`src/rtl/mon_pkg.sv`:
```
// Shared types and constants for the data-memory write monitor.
package mon_pkg;

  typedef enum logic [2:0] {
    ST_IDLE    = 3'd0,
    ST_ARMED   = 3'd1,
    ST_PASS    = 3'd2,
    ST_FAIL    = 3'd3,
    ST_TIMEOUT = 3'd4
  } mon_state_e;

  localparam int MON_WIDTH_DEFAULT      = 32;
  localparam int MON_IGNORE_ADR_DEFAULT = 96;

  typedef struct packed {
    logic [MON_WIDTH_DEFAULT-1:0] adr;
    logic [MON_WIDTH_DEFAULT-1:0] data;
  } mon_entry_t;

  // Index width for a DEPTH-entry table, never narrower than one bit.
  function automatic int mon_idx_w(input int depth);
    return (depth > 1) ? $clog2(depth) : 1;
  endfunction

endpackage

```
`src/rtl/mon_exp_table.sv`:
```
// Expected-write table: DEPTH (address, data) entries, synchronous write,
// combinational read, synchronous active-low clear of every entry.
module mon_exp_table
  import mon_pkg::*;
#(
  parameter int WIDTH = MON_WIDTH_DEFAULT,
  parameter int DEPTH = 4,
  localparam int IDX_W = mon_idx_w(DEPTH)
) (
  input  logic             clk,
  input  logic             i_clr_n,
  input  logic             i_we,
  input  logic [IDX_W-1:0] i_widx,
  input  logic [WIDTH-1:0] i_wadr,
  input  logic [WIDTH-1:0] i_wdata,
  input  logic [IDX_W-1:0] i_ridx,
  output logic [WIDTH-1:0] o_radr,
  output logic [WIDTH-1:0] o_rdata
);

  typedef struct packed {
    logic [WIDTH-1:0] adr;
    logic [WIDTH-1:0] data;
  } entry_t;

  entry_t r_mem [DEPTH];
  entry_t w_rd;

  // Indices at or beyond DEPTH match no entry, so such writes are dropped.
  always_ff @(posedge clk) begin
    for (int i = 0; i < DEPTH; i++) begin
      if (!i_clr_n) begin
        r_mem[i] <= '0;
      end else if (i_we && (i_widx == IDX_W'(i))) begin
        r_mem[i] <= {i_wadr, i_wdata};
      end
    end
  end

  always_comb begin
    w_rd = '0;
    for (int i = 0; i < DEPTH; i++) begin
      if (i_ridx == IDX_W'(i)) begin
        w_rd = r_mem[i];
      end
    end
  end

  assign o_radr  = w_rd.adr;
  assign o_rdata = w_rd.data;

endmodule

```
`src/rtl/mem_write_monitor.sv`:
```
// Matches core data-memory writes against an ordered expected table and
// raises sticky pass/fail/timeout flags. MISMATCH_CAPTURE_EN adds bad_* capture.
module mem_write_monitor
  import mon_pkg::*;
#(
  parameter int               WIDTH          = MON_WIDTH_DEFAULT,
  parameter int               DEPTH          = 4,
  parameter int               TIMEOUT_CYCLES = 1000,
  parameter int               IGNORE_EN      = 1,
  parameter logic [WIDTH-1:0] IGNORE_ADR     = WIDTH'(MON_IGNORE_ADR_DEFAULT),
  localparam int              IDX_W          = mon_idx_w(DEPTH),
  localparam int              CNT_W          = $clog2(DEPTH + 1)
) (
  input  logic             clk,
  input  logic             reset,
  input  logic             mem_write,
  input  logic [WIDTH-1:0] data_adr,
  input  logic [WIDTH-1:0] write_data,
  input  logic             exp_we,
  input  logic [IDX_W-1:0] exp_idx,
  input  logic [WIDTH-1:0] exp_adr,
  input  logic [WIDTH-1:0] exp_data,
  input  logic [CNT_W-1:0] exp_count,
  input  logic             start,
  input  logic             clear,
  output logic             done,
  output logic             pass,
  output logic             fail,
  output logic             timeout,
  output logic [CNT_W-1:0] match_cnt,
  output logic [31:0]      cycles,
  output mon_state_e       dbg_state
`ifdef MISMATCH_CAPTURE_EN
  ,
  output logic [WIDTH-1:0] bad_adr,
  output logic [WIDTH-1:0] bad_data,
  output logic [IDX_W-1:0] bad_idx
`endif
);

  localparam logic [CNT_W-1:0] DEPTH_C = CNT_W'(DEPTH);
  localparam logic [31:0]      TO_LAST = 32'(TIMEOUT_CYCLES - 1);

  mon_state_e       r_state;
  mon_state_e       w_state_nxt;
  logic [CNT_W-1:0] r_match_cnt;
  logic [CNT_W-1:0] w_match_nxt;
  logic [CNT_W-1:0] r_exp_cnt;
  logic [CNT_W-1:0] w_cnt_clip;
  logic [31:0]      r_cycles;
  logic [31:0]      w_cycles_nxt;
  logic             r_pass;
  logic             r_fail;
  logic             r_timeout;
  logic [WIDTH-1:0] w_exp_adr;
  logic [WIDTH-1:0] w_exp_data;
  logic             w_ignore;
  logic             w_hit;
  logic             w_start_go;
  logic             w_tab_we;

  assign w_cnt_clip = (exp_count > DEPTH_C) ? DEPTH_C : exp_count;
  assign w_ignore   = (IGNORE_EN != 0) && (data_adr == IGNORE_ADR);
  assign w_hit      = (data_adr == w_exp_adr) && (write_data == w_exp_data);
  assign w_tab_we   = exp_we && (r_state == ST_IDLE);

  mon_exp_table #(
    .WIDTH (WIDTH),
    .DEPTH (DEPTH)
  ) u_table (
    .clk     (clk),
    .i_clr_n (reset),
    .i_we    (w_tab_we),
    .i_widx  (exp_idx),
    .i_wadr  (exp_adr),
    .i_wdata (exp_data),
    .i_ridx  (r_match_cnt[IDX_W-1:0]),
    .o_radr  (w_exp_adr),
    .o_rdata (w_exp_data)
  );

  // Control handshake: start is a one-cycle request, taken in any state other
  // than ARMED when clear is low; done is a level held until the next taken
  // start, a clear, or reset. clear always wins over start.
  always_comb begin
    w_state_nxt  = r_state;
    w_match_nxt  = r_match_cnt;
    w_cycles_nxt = r_cycles;
    w_start_go   = 1'b0;
    if (clear) begin
      w_state_nxt = ST_IDLE;
    end else if (start && (r_state != ST_ARMED)) begin
      w_start_go   = 1'b1;
      w_match_nxt  = '0;
      w_cycles_nxt = '0;
      w_state_nxt  = (w_cnt_clip == '0) ? ST_PASS : ST_ARMED;
    end else if (r_state == ST_ARMED) begin
      if (mem_write && !w_ignore) begin
        if (w_hit) begin
          w_match_nxt = r_match_cnt + 1'b1;
          if (w_match_nxt == r_exp_cnt) begin
            w_state_nxt = ST_PASS;
          end
        end else begin
          w_state_nxt = ST_FAIL;
        end
      end
      // A decided run on the last allowed cycle beats the timeout, and the
      // counter freezes on whichever edge ends the run.
      if (w_state_nxt == ST_ARMED) begin
        if (r_cycles == TO_LAST) begin
          w_state_nxt = ST_TIMEOUT;
        end else if (r_cycles != '1) begin
          w_cycles_nxt = r_cycles + 32'd1;
        end
      end
    end
  end

  always_ff @(posedge clk) begin
    if (!reset) begin
      r_state     <= ST_IDLE;
      r_match_cnt <= '0;
      r_exp_cnt   <= '0;
      r_cycles    <= '0;
      r_pass      <= 1'b0;
      r_fail      <= 1'b0;
      r_timeout   <= 1'b0;
    end else begin
      r_state     <= w_state_nxt;
      r_match_cnt <= w_match_nxt;
      r_cycles    <= w_cycles_nxt;
      if (w_start_go) begin
        r_exp_cnt <= w_cnt_clip;
      end
      r_pass      <= (w_state_nxt == ST_PASS);
      r_fail      <= (w_state_nxt == ST_FAIL);
      r_timeout   <= (w_state_nxt == ST_TIMEOUT);
    end
  end

  assign pass      = r_pass;
  assign fail      = r_fail;
  assign timeout   = r_timeout;
  assign done      = r_pass | r_fail | r_timeout;
  assign match_cnt = r_match_cnt;
  assign cycles    = r_cycles;
  assign dbg_state = r_state;

`ifdef MISMATCH_CAPTURE_EN
  logic [WIDTH-1:0] r_bad_adr;
  logic [WIDTH-1:0] r_bad_data;
  logic [IDX_W-1:0] r_bad_idx;

  always_ff @(posedge clk) begin
    if (!reset || w_start_go) begin
      r_bad_adr  <= '0;
      r_bad_data <= '0;
      r_bad_idx  <= '0;
    end else if ((r_state == ST_ARMED) && (w_state_nxt == ST_FAIL)) begin
      r_bad_adr  <= data_adr;
      r_bad_data <= write_data;
      r_bad_idx  <= r_match_cnt[IDX_W-1:0];
    end
  end

  assign bad_adr  = r_bad_adr;
  assign bad_data = r_bad_data;
  assign bad_idx  = r_bad_idx;
`else
  // Without capture, a failing run is reported through fail and match_cnt only.
`endif

endmodule

```
`config.mk`:
```
export PLATFORM = sky130hd
export DESIGN_NAME = mem_write_monitor
export DESIGN_NICKNAME = d
export VERILOG_FILES = /design/src/rtl/mon_pkg.sv /design/src/rtl/mon_exp_table.sv /design/src/rtl/mem_write_monitor.sv
export SDC_FILE = /design/constraint.sdc
export NUM_CORES = 1
export LEC_CHECK = 0
export CORE_ASPECT_RATIO = 1.5
export CORE_MARGIN = 2
export CORE_UTILIZATION = 39
export CTS_BUF_LIST = sky130_fd_sc_hd__clkbuf_2 sky130_fd_sc_hd__clkbuf_4 sky130_fd_sc_hd__clkbuf_8
export DETAILED_ROUTE_END_ITERATION = 10
export GPL_ROUTABILITY_DRIVEN = 0
export PLACE_DENSITY = 0.7
export SETUP_SLACK_MARGIN = 0.05
export SYNTH_ARGS = -nofsm -noshare
export SYNTH_HDL_FRONTEND = slang
export SYNTH_SLANG_ARGS = --single-unit
export TNS_END_PERCENT = 30
```
`constraint.sdc`:
```
create_clock -name clk -period 8.1 [get_ports clk]
set_input_delay 0.81 -clock clk [delete_from_list [all_inputs] [get_ports clk]]
set_output_delay 0.81 -clock clk [all_outputs]
set_load 0.02 [all_outputs]
```
==> results of run 1 <==
## cell type report
| type | instances | share of cell area [%] |
|---|---|---|
| sequential | 300 | 49.79 |
| multi-input combinational | 812 | 30.38 |
| timing repair buffer | 194 | 11.08 |
| clock buffer | 64 | 4.500 |
| tap | 478 | 3.475 |
| clock inverter | 16 | 0.4289 |
| inverter | 16 | 0.3490 |
## per-stage QoR
| step | instance area, sq um | std cells | total power [W] | worst slack [ns] | hold WS, ns |
|---|---|---|---|---|---|
| floorplan | 14080 | 1202 | 0.001910 | 1.826 | 0.4561 |
| global placement | 16360 | 1800 | 0.002047 | 3.149 | 0.4739 |
| detailed placement | 16360 | 1800 | 0.002055 | 3.045 | 0.4882 |
| CTS | 17210 | 1880 | 0.003243 | 3.064 | 0.4986 |
| global route | 17210 | 1880 | 0.003321 | 2.726 | 0.5440 |
| finish | 17210 | 1880 | 0.003220 | 2.992 | 0.4988 |
## logic make-up after synthesis
family / synth area share (%)
AOI/OAI and AO/OA: 12.50
xor gates and xnor gates: 0.4356
adders and majority gates: 0.4444
buffers and inverters: 2.604
DFF: 60.87
muxes: 0.2133
and+or+nand+nor: 22.93
## power by group through the flow
stage	registers, W	logic (W)	clock network [W]
after detailed placement	0.00180	0.000251	0
after CTS	0.00177	0.000252	0.00122
final	0.00177	0.000250	0.00120
after floorplan	0.00181	0.000100	0
after global routing	0.00178	0.000269	0.00128
after global placement	0.00180	0.000247	0
## cell usage after synthesis, types with 7 or more instances
| library cell | count | area share [%] |
|---|---|---|
| or4_1 | 26 | 1.4 |
| edfxtp_1 | 256 | 55 |
| nor2_1 | 38 | 1.0 |
| clkbuf_1 | 64 | 1.7 |
| nor4_1 | 18 | 0.80 |
| nand2_1 | 30 | 0.80 |
| a21oi_1 | 25 | 0.89 |
| dfxtp_1 | 44 | 6.3 |
| nor2b_1 | 7 | 0.31 |
| nand4_1 | 38 | 1.7 |
| o22ai_1 | 52 | 2.3 |
| o31ai_1 | 22 | 1.2 |
| a221oi_1 | 63 | 3.9 |
| and3_1 | 10 | 0.44 |
| o21ai_0 | 67 | 2.4 |
| and2_1 | 262 | 12 |
| nor3_1 | 9 | 0.32 |
| nand3_1 | 19 | 0.68 |
| or3_1 | 58 | 2.6 |
| inv_1 | 15 | 0.40 |
## registers in the layout, indices dropped and copies added, names as in the netlist
signal / count
timeout: 1
r_exp_cnt: 3
cycles: 32
u_table.r_mem: 256
dbg_state: 3
fail: 1
pass: 1
match_cnt: 3
## worst max-delay path: stages (launching register included)
cell and delay (ns):
dfxtp_1 0.38, inv_1 0.10, ha_2 0.17, buf_4 0.37, nor2b_4 0.50, buf_4 0.60, a221oi_1 0.18, o21ai_0 0.23
nand4_1 0.12, nor4_1 0.60, nand4_1 0.29, o31ai_2 0.38, a21oi_2 0.09, buf_4 0.26, or4_1 0.53, a21oi_1 0.15
## worst paths after layout
path | from | endpoint | slack, ns
worst max-delay path | match_cnt[1]$_SDFFE_PN0P_ | cycles[16]$_SDFFE_PN0P_ | 2.99
worst min-delay path | r_exp_cnt[2]$_SDFFE_PN0P_ | r_exp_cnt[2]$_SDFFE_PN0P_ | 0.50
worst max register to register | match_cnt[1]$_SDFFE_PN0P_ | cycles[16]$_SDFFE_PN0P_ | 2.99
worst min register to register | r_exp_cnt[2]$_SDFFE_PN0P_ | r_exp_cnt[2]$_SDFFE_PN0P_ | 0.50
## per-layer routing
metal	GRT usage (%)	wire length [um]	share of wire, %
met3	2.995	2459	6.1
met4	10.30	1902	4.7
met1	25.35	15600	39
met5	0	0	0
met2	36.64	20540	51
==> flow_summary.yaml, run 1 <==
status:
  status: "complete, no violations"
routing:
  drc: 0
  finalWirelength_mm: 40.50
  drt_first_iter_violations: 1041
  dr.pass1.iters: 5
  vias_per_cell: 5.702
  vias: 10720
  wire_per_inst_um: 21.54
  drtAntennaViolNets: 0
run:
  max_cap_viol_count: 0
worst_setup_path:
  reg2regPathDepth: 15
  path_class: "reg -> reg"
  cp-end-kind: "register"
  start_kind: "register"
  critPathRequiredTime_ns: 8.59
  cp_data_arrival_time_ns: 5.59
  crit_fanout: 66
synth:
  synth_area_sq_um: 14080
  synth-seq-area-share_pct: 60.87
  synth_cell_types: 54
  ys_seq_elements: 300
  avgSynthCellArea_sq_um: 11.71
  yosysWarnings: 0
  syn_nets: 1346
  synth_edf_count: 256
  async_reset_ff_share_pct: 0
  synth_flop_cell: "edfxtp_1"
  syn_inst: 1202
hold_path:
  hold_path_depth: 2
  hold_path_class: "reg -> reg"
clock_tree:
  cts-root-buf: "clkbuf_8"
  clock_latency_ns: 0.59
  cts_sinks: 300
  htreeDepth: 2
  clockBufferDepth: 3
  clk_pin_slew_worst_paths_ns: 0.06
  hold_buffers: 0
  numCtsBuffers: 47
  cts_resized: 0
  cts_setup_buffers: 0
  cts_tree: "yes"
power:
  peakVddDrop_v: 0.00009661
  p_seq_share_pct: 55.0
  p_per_area_nw_per_um2: 187.1
  p_clk_share_pct: 37.2
  intPower_w: 0.002474
  netSwitchingFraction_pct: 23.15
  pwr-share-comb_pct: 7.8
  leakagePower_nw: 5.977
  p_sw_w: 0.0007455
sta:
  setup_viol: 0
  hold_viol_final: 0
  slew_violations: 0
  fin_tns_setup_ns: 0
  rsz0062_at_grt: "no"
  slew_headroom_pct: 30.53
  timing.final.crit_share_pct: 63.06
  finalCriticalPeriod_ns: 5.108
  fmax_ghz: 0.1958
  worst_pin_slew_ns: 1.042
  clock_skew_ns: 0.02756
floorplanning:
  rows: 85
  start_util_pct: 39.39
  die_area_sq_um: 37660
  die_w_um: 159.1
  io_pins: 181
  die-height_um: 236.7
  fp.coreArea_sq_um: 35730
finish:
  ff_latch_area_sq_um: 8568
  syn_to_final_growth_pct: 22.27
  final_common_cell: "and2_1"
  layout.nets: 1515
  num_antenna_cells: 0
  multi_input_area_sq_um: 5229
  fin_util_pct: 48.16
  fillers: 3301
  final_cell_mix: "262 x and2_1, 256 x edfxtp_1, 180 x clkdlybuf4s50_1"
  drive_above_1_share_pct: 7.133
grt:
  grt_pass1_wl_mm: 60.98
  overflow: 0
  grt_max_degree: 67
  grt_pass1_vias: 10530
  antenna_found_initial: 1
  grt_use_total_pct: 20.96
place:
  io_buffers: 180
  hpwl_mm: 25.37
Note: power is estimated with default switching activity, not from simulation.
==> run 2: changes to the inputs <==
Clock period 8.1 ns to 5.2 ns, I/O delays scaled along.
==> run 2 against run 1 <==
Sequential power increased by 56%. Sequential share of layout area fell by 0.60 points. Routed wire length is 1.1% higher. Largest power group unchanged. Die area stayed put. Combinational power up 59%. Via count increased by 0.88%. Global-route usage is 0.40 points higher. Critical path type unchanged.
==> flow_summary.yaml, run 2 (synthesis results as in run 1) <==
status:
  status: "complete, no violations"
grt:
  overflow: 0
  grt_use_total_pct: 21.35
  grt_pass1_vias: 10850
  grt_pass1_wl_mm: 62.18
  grt_max_degree: 66
  antenna_found_initial: 1
floorplanning:
  io_pins: 181
  die-height_um: 236.7
  die_area_sq_um: 37660
  die_w_um: 159.1
  fp.coreArea_sq_um: 35730
  rows: 85
  start_util_pct: 39.39
power:
  p_per_area_nw_per_um2: 294.0
  peakVddDrop_v: 0.0001464
  leakagePower_nw: 6.078
clock_tree:
  cts_tree: "yes"
  clock_latency_ns: 0.60
  cts_sinks: 300
  htreeDepth: 2
  hold_buffers: 0
  clk_pin_slew_worst_paths_ns: 0.06
  numCtsBuffers: 45
  cts-root-buf: "clkbuf_8"
  clockBufferDepth: 3
  cts_resized: 0
  cts_setup_buffers: 0
sta:
  worst_pin_slew_ns: 1.144
  setup_viol: 0
  timing.final.ws_setup_ns: 0.6562
  finalCriticalPeriod_ns: 4.544
  slew_headroom_pct: 23.47
  fin_tns_setup_ns: 0
  hold_viol_final: 0
  clock_skew_ns: 0.02715
  timing.final.crit_share_pct: 87.38
  rsz0062_at_grt: "no"
  fmax_ghz: 0.2201
  slew_violations: 0
worst_setup_path:
  path_class: "reg -> reg"
  cp_data_arrival_time_ns: 5.03
  r2r-start: "match_cnt[0]$_SDFFE_PN0P_"
  start_kind: "register"
  cp-end-kind: "register"
  crit_fanout: 65
  reg2regPathDepth: 12
  critPathRequiredTime_ns: 5.68
  rrSetupSlack_ns: 0.66
  crit_end: "cycles[16]$_SDFFE_PN0P_"
  reg2reg_to: "cycles[16]$_SDFFE_PN0P_"
  critPathLaunch: "match_cnt[0]$_SDFFE_PN0P_"
routing:
  drtAntennaViolNets: 0
  wire_per_inst_um: 21.66
  finalWirelength_mm: 40.96
  drc: 0
  vias: 10810
  vias_per_cell: 5.719
  drt_first_iter_violations: 1118
  dr.pass1.iters: 6
finish:
  fillers: 3211
  drive_above_1_share_pct: 7.583
  final_cell_mix: "262 x and2_1, 256 x edfxtp_1, 180 x clkdlybuf4s50_1"
  fin_util_pct: 48.75
  final_common_cell: "and2_1"
  top_register: "u_table.r_mem"
  multi_input_area_sq_um: 5236
  largest_register_ffs: 256
  layout.nets: 1521
  syn_to_final_growth_pct: 23.75
  ff_latch_area_sq_um: 8568
place:
  hpwl_mm: 26.59
  dp_slack_ns: 0.5745
  io_buffers: 180
hold_path:
  hold_path_class: "reg -> reg"
run:
  max_cap_viol_count: 0
-- run 2: cell types whose count changed in the layout (fill, tap and decap cells not counted), sizes merged, moves of 2 or more --
cell,change
buf,+8
diode,+2
bufinv,+2
clkinv,+4
clkbuf,-3
-- run 2: worst max-delay path, stage by stage, from the launching register on --
cell and delay (ns):
dfxtp_1 0.47, ha_2 0.27, buf_4 0.66, a211oi_1 0.19
a221oi_1 0.56, xnor2_1 0.19, nand3_1 0.09, nor4_1 0.21
nand4_1 0.27, o31ai_2 0.50, a21oi_4 0.29, or4_1 0.58
a21oi_1 0.17
-- run 2: layout make-up --
class                   instances  area share, %
inverters                      16         0.3448
diodes                          2        0.02873
clock inverters                20         0.7973
well taps                     478          3.433
repair buffers                202          11.79
multi-input cells             812          30.06
clock buffers                  61          4.353
flip-flops and latches        300          49.19
-- run 2: through the flow --
| step | std cells | area (sq um) | total power (W) | hold WS, ns |
|---|---|---|---|---|
| after floorplan | 1202 | 14080 | 0.002974 | 0.4561 |
| after global placement | 1808 | 16510 | 0.003194 | 0.4680 |
| after detailed placement | 1808 | 16510 | 0.003206 | 0.4763 |
| after CTS | 1889 | 17410 | 0.005144 | 0.4853 |
| after global routing | 1890 | 17420 | 0.005287 | 0.5348 |
| final | 1891 | 17420 | 0.005122 | 0.4851 |
-- run 2: worst min-delay path by stage --
stage / from / endpoint / slack [ns] / cells past startpoint
3_5_place_dp: r_exp_cnt[2]$_SDFFE_PN0P_ / r_exp_cnt[2]$_SDFFE_PN0P_ / 0.48 / 2
4_1_cts: r_exp_cnt[2]$_SDFFE_PN0P_ / r_exp_cnt[2]$_SDFFE_PN0P_ / 0.49 / 2
6_report: r_exp_cnt[2]$_SDFFE_PN0P_ / r_exp_cnt[2]$_SDFFE_PN0P_ / 0.49 / 2
3_3_place_gp: r_exp_cnt[2]$_SDFFE_PN0P_ / r_exp_cnt[2]$_SDFFE_PN0P_ / 0.47 / 2
2_1_floorplan: r_exp_cnt[2]$_SDFFE_PN0P_ / r_exp_cnt[2]$_SDFFE_PN0P_ / 0.46 / 2
5_1_grt: r_exp_cnt[2]$_SDFFE_PN0P_ / r_exp_cnt[2]$_SDFFE_PN0P_ / 0.53 / 2
-- run 2: metal layers --
| layer | up-vias | wire length [um] | track usage [%] |
|---|---|---|---|
| li1 | 4975 | - | - |
| met1 | 5269 | 15410 | 25.25 |
| met2 | 471 | 20840 | 37.22 |
| met3 | 99 | 2747 | 3.643 |
| met4 | 0 | 1962 | 11.16 |
| met5 | - | 0 | 0 |
-- run 2: where the power goes --
| group | internal (W) | switching [W] |
|---|---|---|
| clock network | 0.00105 | 0.000921 |
| registers | 0.00273 | 0.0000320 |
| logic | 0.000171 | 0.000227 |
==> run 3: changes to the inputs <==
Settings changed: CORE_MARGIN 2 to 1.5.
==> run 3 against run 2 <==
Worst setup slack worse by 0.26 ns. Core utilization is 0.25 points higher. Largest power group unchanged. Final area is 0.52% higher. Clock power is 9% higher. Sequential power hardly changed.
==> flow_summary.yaml, run 3 (synthesis results as in run 1) <==
clock_tree:
  cts_sinks: 300
  cts_tree: "yes"
  htreeDepth: 2
  hold_buffers: 0
  cts_setup_buffers: 0
  clk_pin_slew_worst_paths_ns: 0.06
  cts-root-buf: "clkbuf_8"
  cts_resized: 0
  clockBufferDepth: 3
  clock_latency_ns: 0.59
  numCtsBuffers: 46
status:
  status: "complete, no violations"
worst_setup_path:
  critPathRequiredTime_ns: 5.71
  rrSetupSlack_ns: 0.40
  reg2regPathDepth: 14
  cp-end-kind: "register"
  cp_data_arrival_time_ns: 5.31
  crit_fanout: 35
  r2r-start: "match_cnt[0]$_SDFFE_PN0P_"
  reg2reg_to: "cycles[8]$_SDFFE_PN0P_"
  path_class: "reg -> reg"
  start_kind: "register"
routing:
  drc: 0
  drt_first_iter_violations: 1049
  vias: 10880
  drtAntennaViolNets: 0
  dr.pass1.iters: 5
  finalWirelength_mm: 41.58
  vias_per_cell: 5.721
  wire_per_inst_um: 21.87
finish:
  syn_to_final_growth_pct: 24.39
  layout.nets: 1525
  largest_register_ffs: 256
  stdcell_area_sq_um: 17510
  finalNonFillerCells: 1901
  final_cell_mix: "262 x and2_1, 256 x edfxtp_1, 180 x clkdlybuf4s50_1"
  final_common_cell: "and2_1"
  top_register: "u_table.r_mem"
  drive_above_1_share_pct: 8.398
grt:
  grt_max_degree: 65
  grt_use_total_pct: 22.10
  grt_pass1_wl_mm: 62.20
  overflow: 0
  antenna_found_initial: 7
  grt_pass1_vias: 10600
hold_path:
  hold_path_class: "reg -> reg"
  min_from: "r_exp_cnt[2]$_SDFFE_PN0P_"
  hold_path_depth: 2
  whs_endpoint: "r_exp_cnt[2]$_SDFFE_PN0P_"
power:
  p_sw_w: 0.001195
  p_clk_share_pct: 40.4
  peakVddDrop_v: 0.0001537
  p_seq_share_pct: 52.2
  p_per_area_nw_per_um2: 302.4
  pwr-share-comb_pct: 7.4
  intPower_w: 0.004099
  netSwitchingFraction_pct: 22.56
  leakagePower_nw: 6.118
sta:
  clock_skew_ns: 0.02476
  fmax_ghz: 0.2083
  hold_viol_final: 0
  rsz0062_at_grt: "no"
  finalCriticalPeriod_ns: 4.800
  slew_headroom_pct: 30.24
  timing.final.crit_share_pct: 92.31
  timing.final.ws_setup_ns: 0.3998
  worst_pin_slew_ns: 1.046
  slew_violations: 0
  setup_viol: 0
floorplanning:
  rows: 85
  die_w_um: 158.1
  io_pins: 181
  die-height_um: 235.7
  start_util_pct: 39.39
  fp.coreArea_sq_um: 35730
  die_area_sq_um: 37260
place:
  hpwl_mm: 26.96
  io_buffers: 180
  place_area_sq_um: 16490
  dp_slack_ns: 0.3449
  dp.cells: 1810
run:
  max_cap_viol_count: 0
-- run 3: power by group through the flow --
stage                     Sequential, W  Combinational [W]  Clock [W]
after floorplan                 0.00282           0.000156          0
after global placement          0.00281           0.000386          0
after detailed placement        0.00281           0.000392          0
after CTS                       0.00276           0.000394    0.00218
after global routing            0.00277           0.000419    0.00227
final                           0.00276           0.000391    0.00214
-- run 3: final cells by class --
| cell class | count | area (sq um) |
|---|---|---|
| clock buffers | 61 | 758.2 |
| well taps | 478 | 598.1 |
| flip-flops and latches | 300 | 8568 |
| diodes | 6 | 15.01 |
| fillers | 3199 | 18230 |
| repair buffers | 204 | 2032 |
| clock inverters | 23 | 240.2 |
| multi-input cells | 813 | 5238 |
| inverters | 16 | 60.06 |
-- run 3: worst max-delay path by stage --
stage / end / cells after the start / from
2_1_floorplan: u_table.r_mem[3][0]$_SDFFCE_PN0P_ / 3 / dbg_state[1]$_SDFF_PN0_
3_3_place_gp: cycles[8]$_SDFFE_PN0P_ / 14 / match_cnt[1]$_SDFFE_PN0P_
3_5_place_dp: cycles[8]$_SDFFE_PN0P_ / 14 / match_cnt[1]$_SDFFE_PN0P_
4_1_cts: cycles[8]$_SDFFE_PN0P_ / 14 / match_cnt[1]$_SDFFE_PN0P_
5_1_grt: cycles[8]$_SDFFE_PN0P_ / 14 / match_cnt[0]$_SDFFE_PN0P_
6_report: cycles[8]$_SDFFE_PN0P_ / 14 / match_cnt[0]$_SDFFE_PN0P_
-- run 3: worst max-delay path, stage by stage (launching register included) --
cell and delay, ns:
dfxtp_1 0.46, inv_1 0.11, ha_1 0.26, or2_2 0.47, buf_12 0.24, a221oi_1 0.27
nor3_1 0.10, or4b_1 0.52, nor4_1 0.35, nand4_1 0.27, o31ai_2 0.41, a21oi_2 0.33
buf_4 0.29, or4_1 0.48, a21oi_1 0.15
-- run 3: layer usage --
layer	global-route usage, %	part of all wire (%)	vias up	wire length [um]
li1	-	-	4990	-
met3	3.406	6.7	96	2806
met5	0	0.022	-	9
met2	38.14	51	481	21210
met4	10.71	4.7	2	1941
met1	26.55	38	5307	15610
-- run 3: through the flow --
stage          TNS [ns]  power (W)  util [%]  hold slack (ns)
2_1_floorplan   -117.33   0.002974         -           0.4561
3_3_place_gp          0   0.003196     46.14           0.4807
3_5_place_dp          0   0.003205     46.14           0.4834
4_1_cts               0   0.005336     48.93           0.4918
5_1_grt               0   0.005458     48.99           0.5359
6_report              0   0.005294     49.00           0.4910
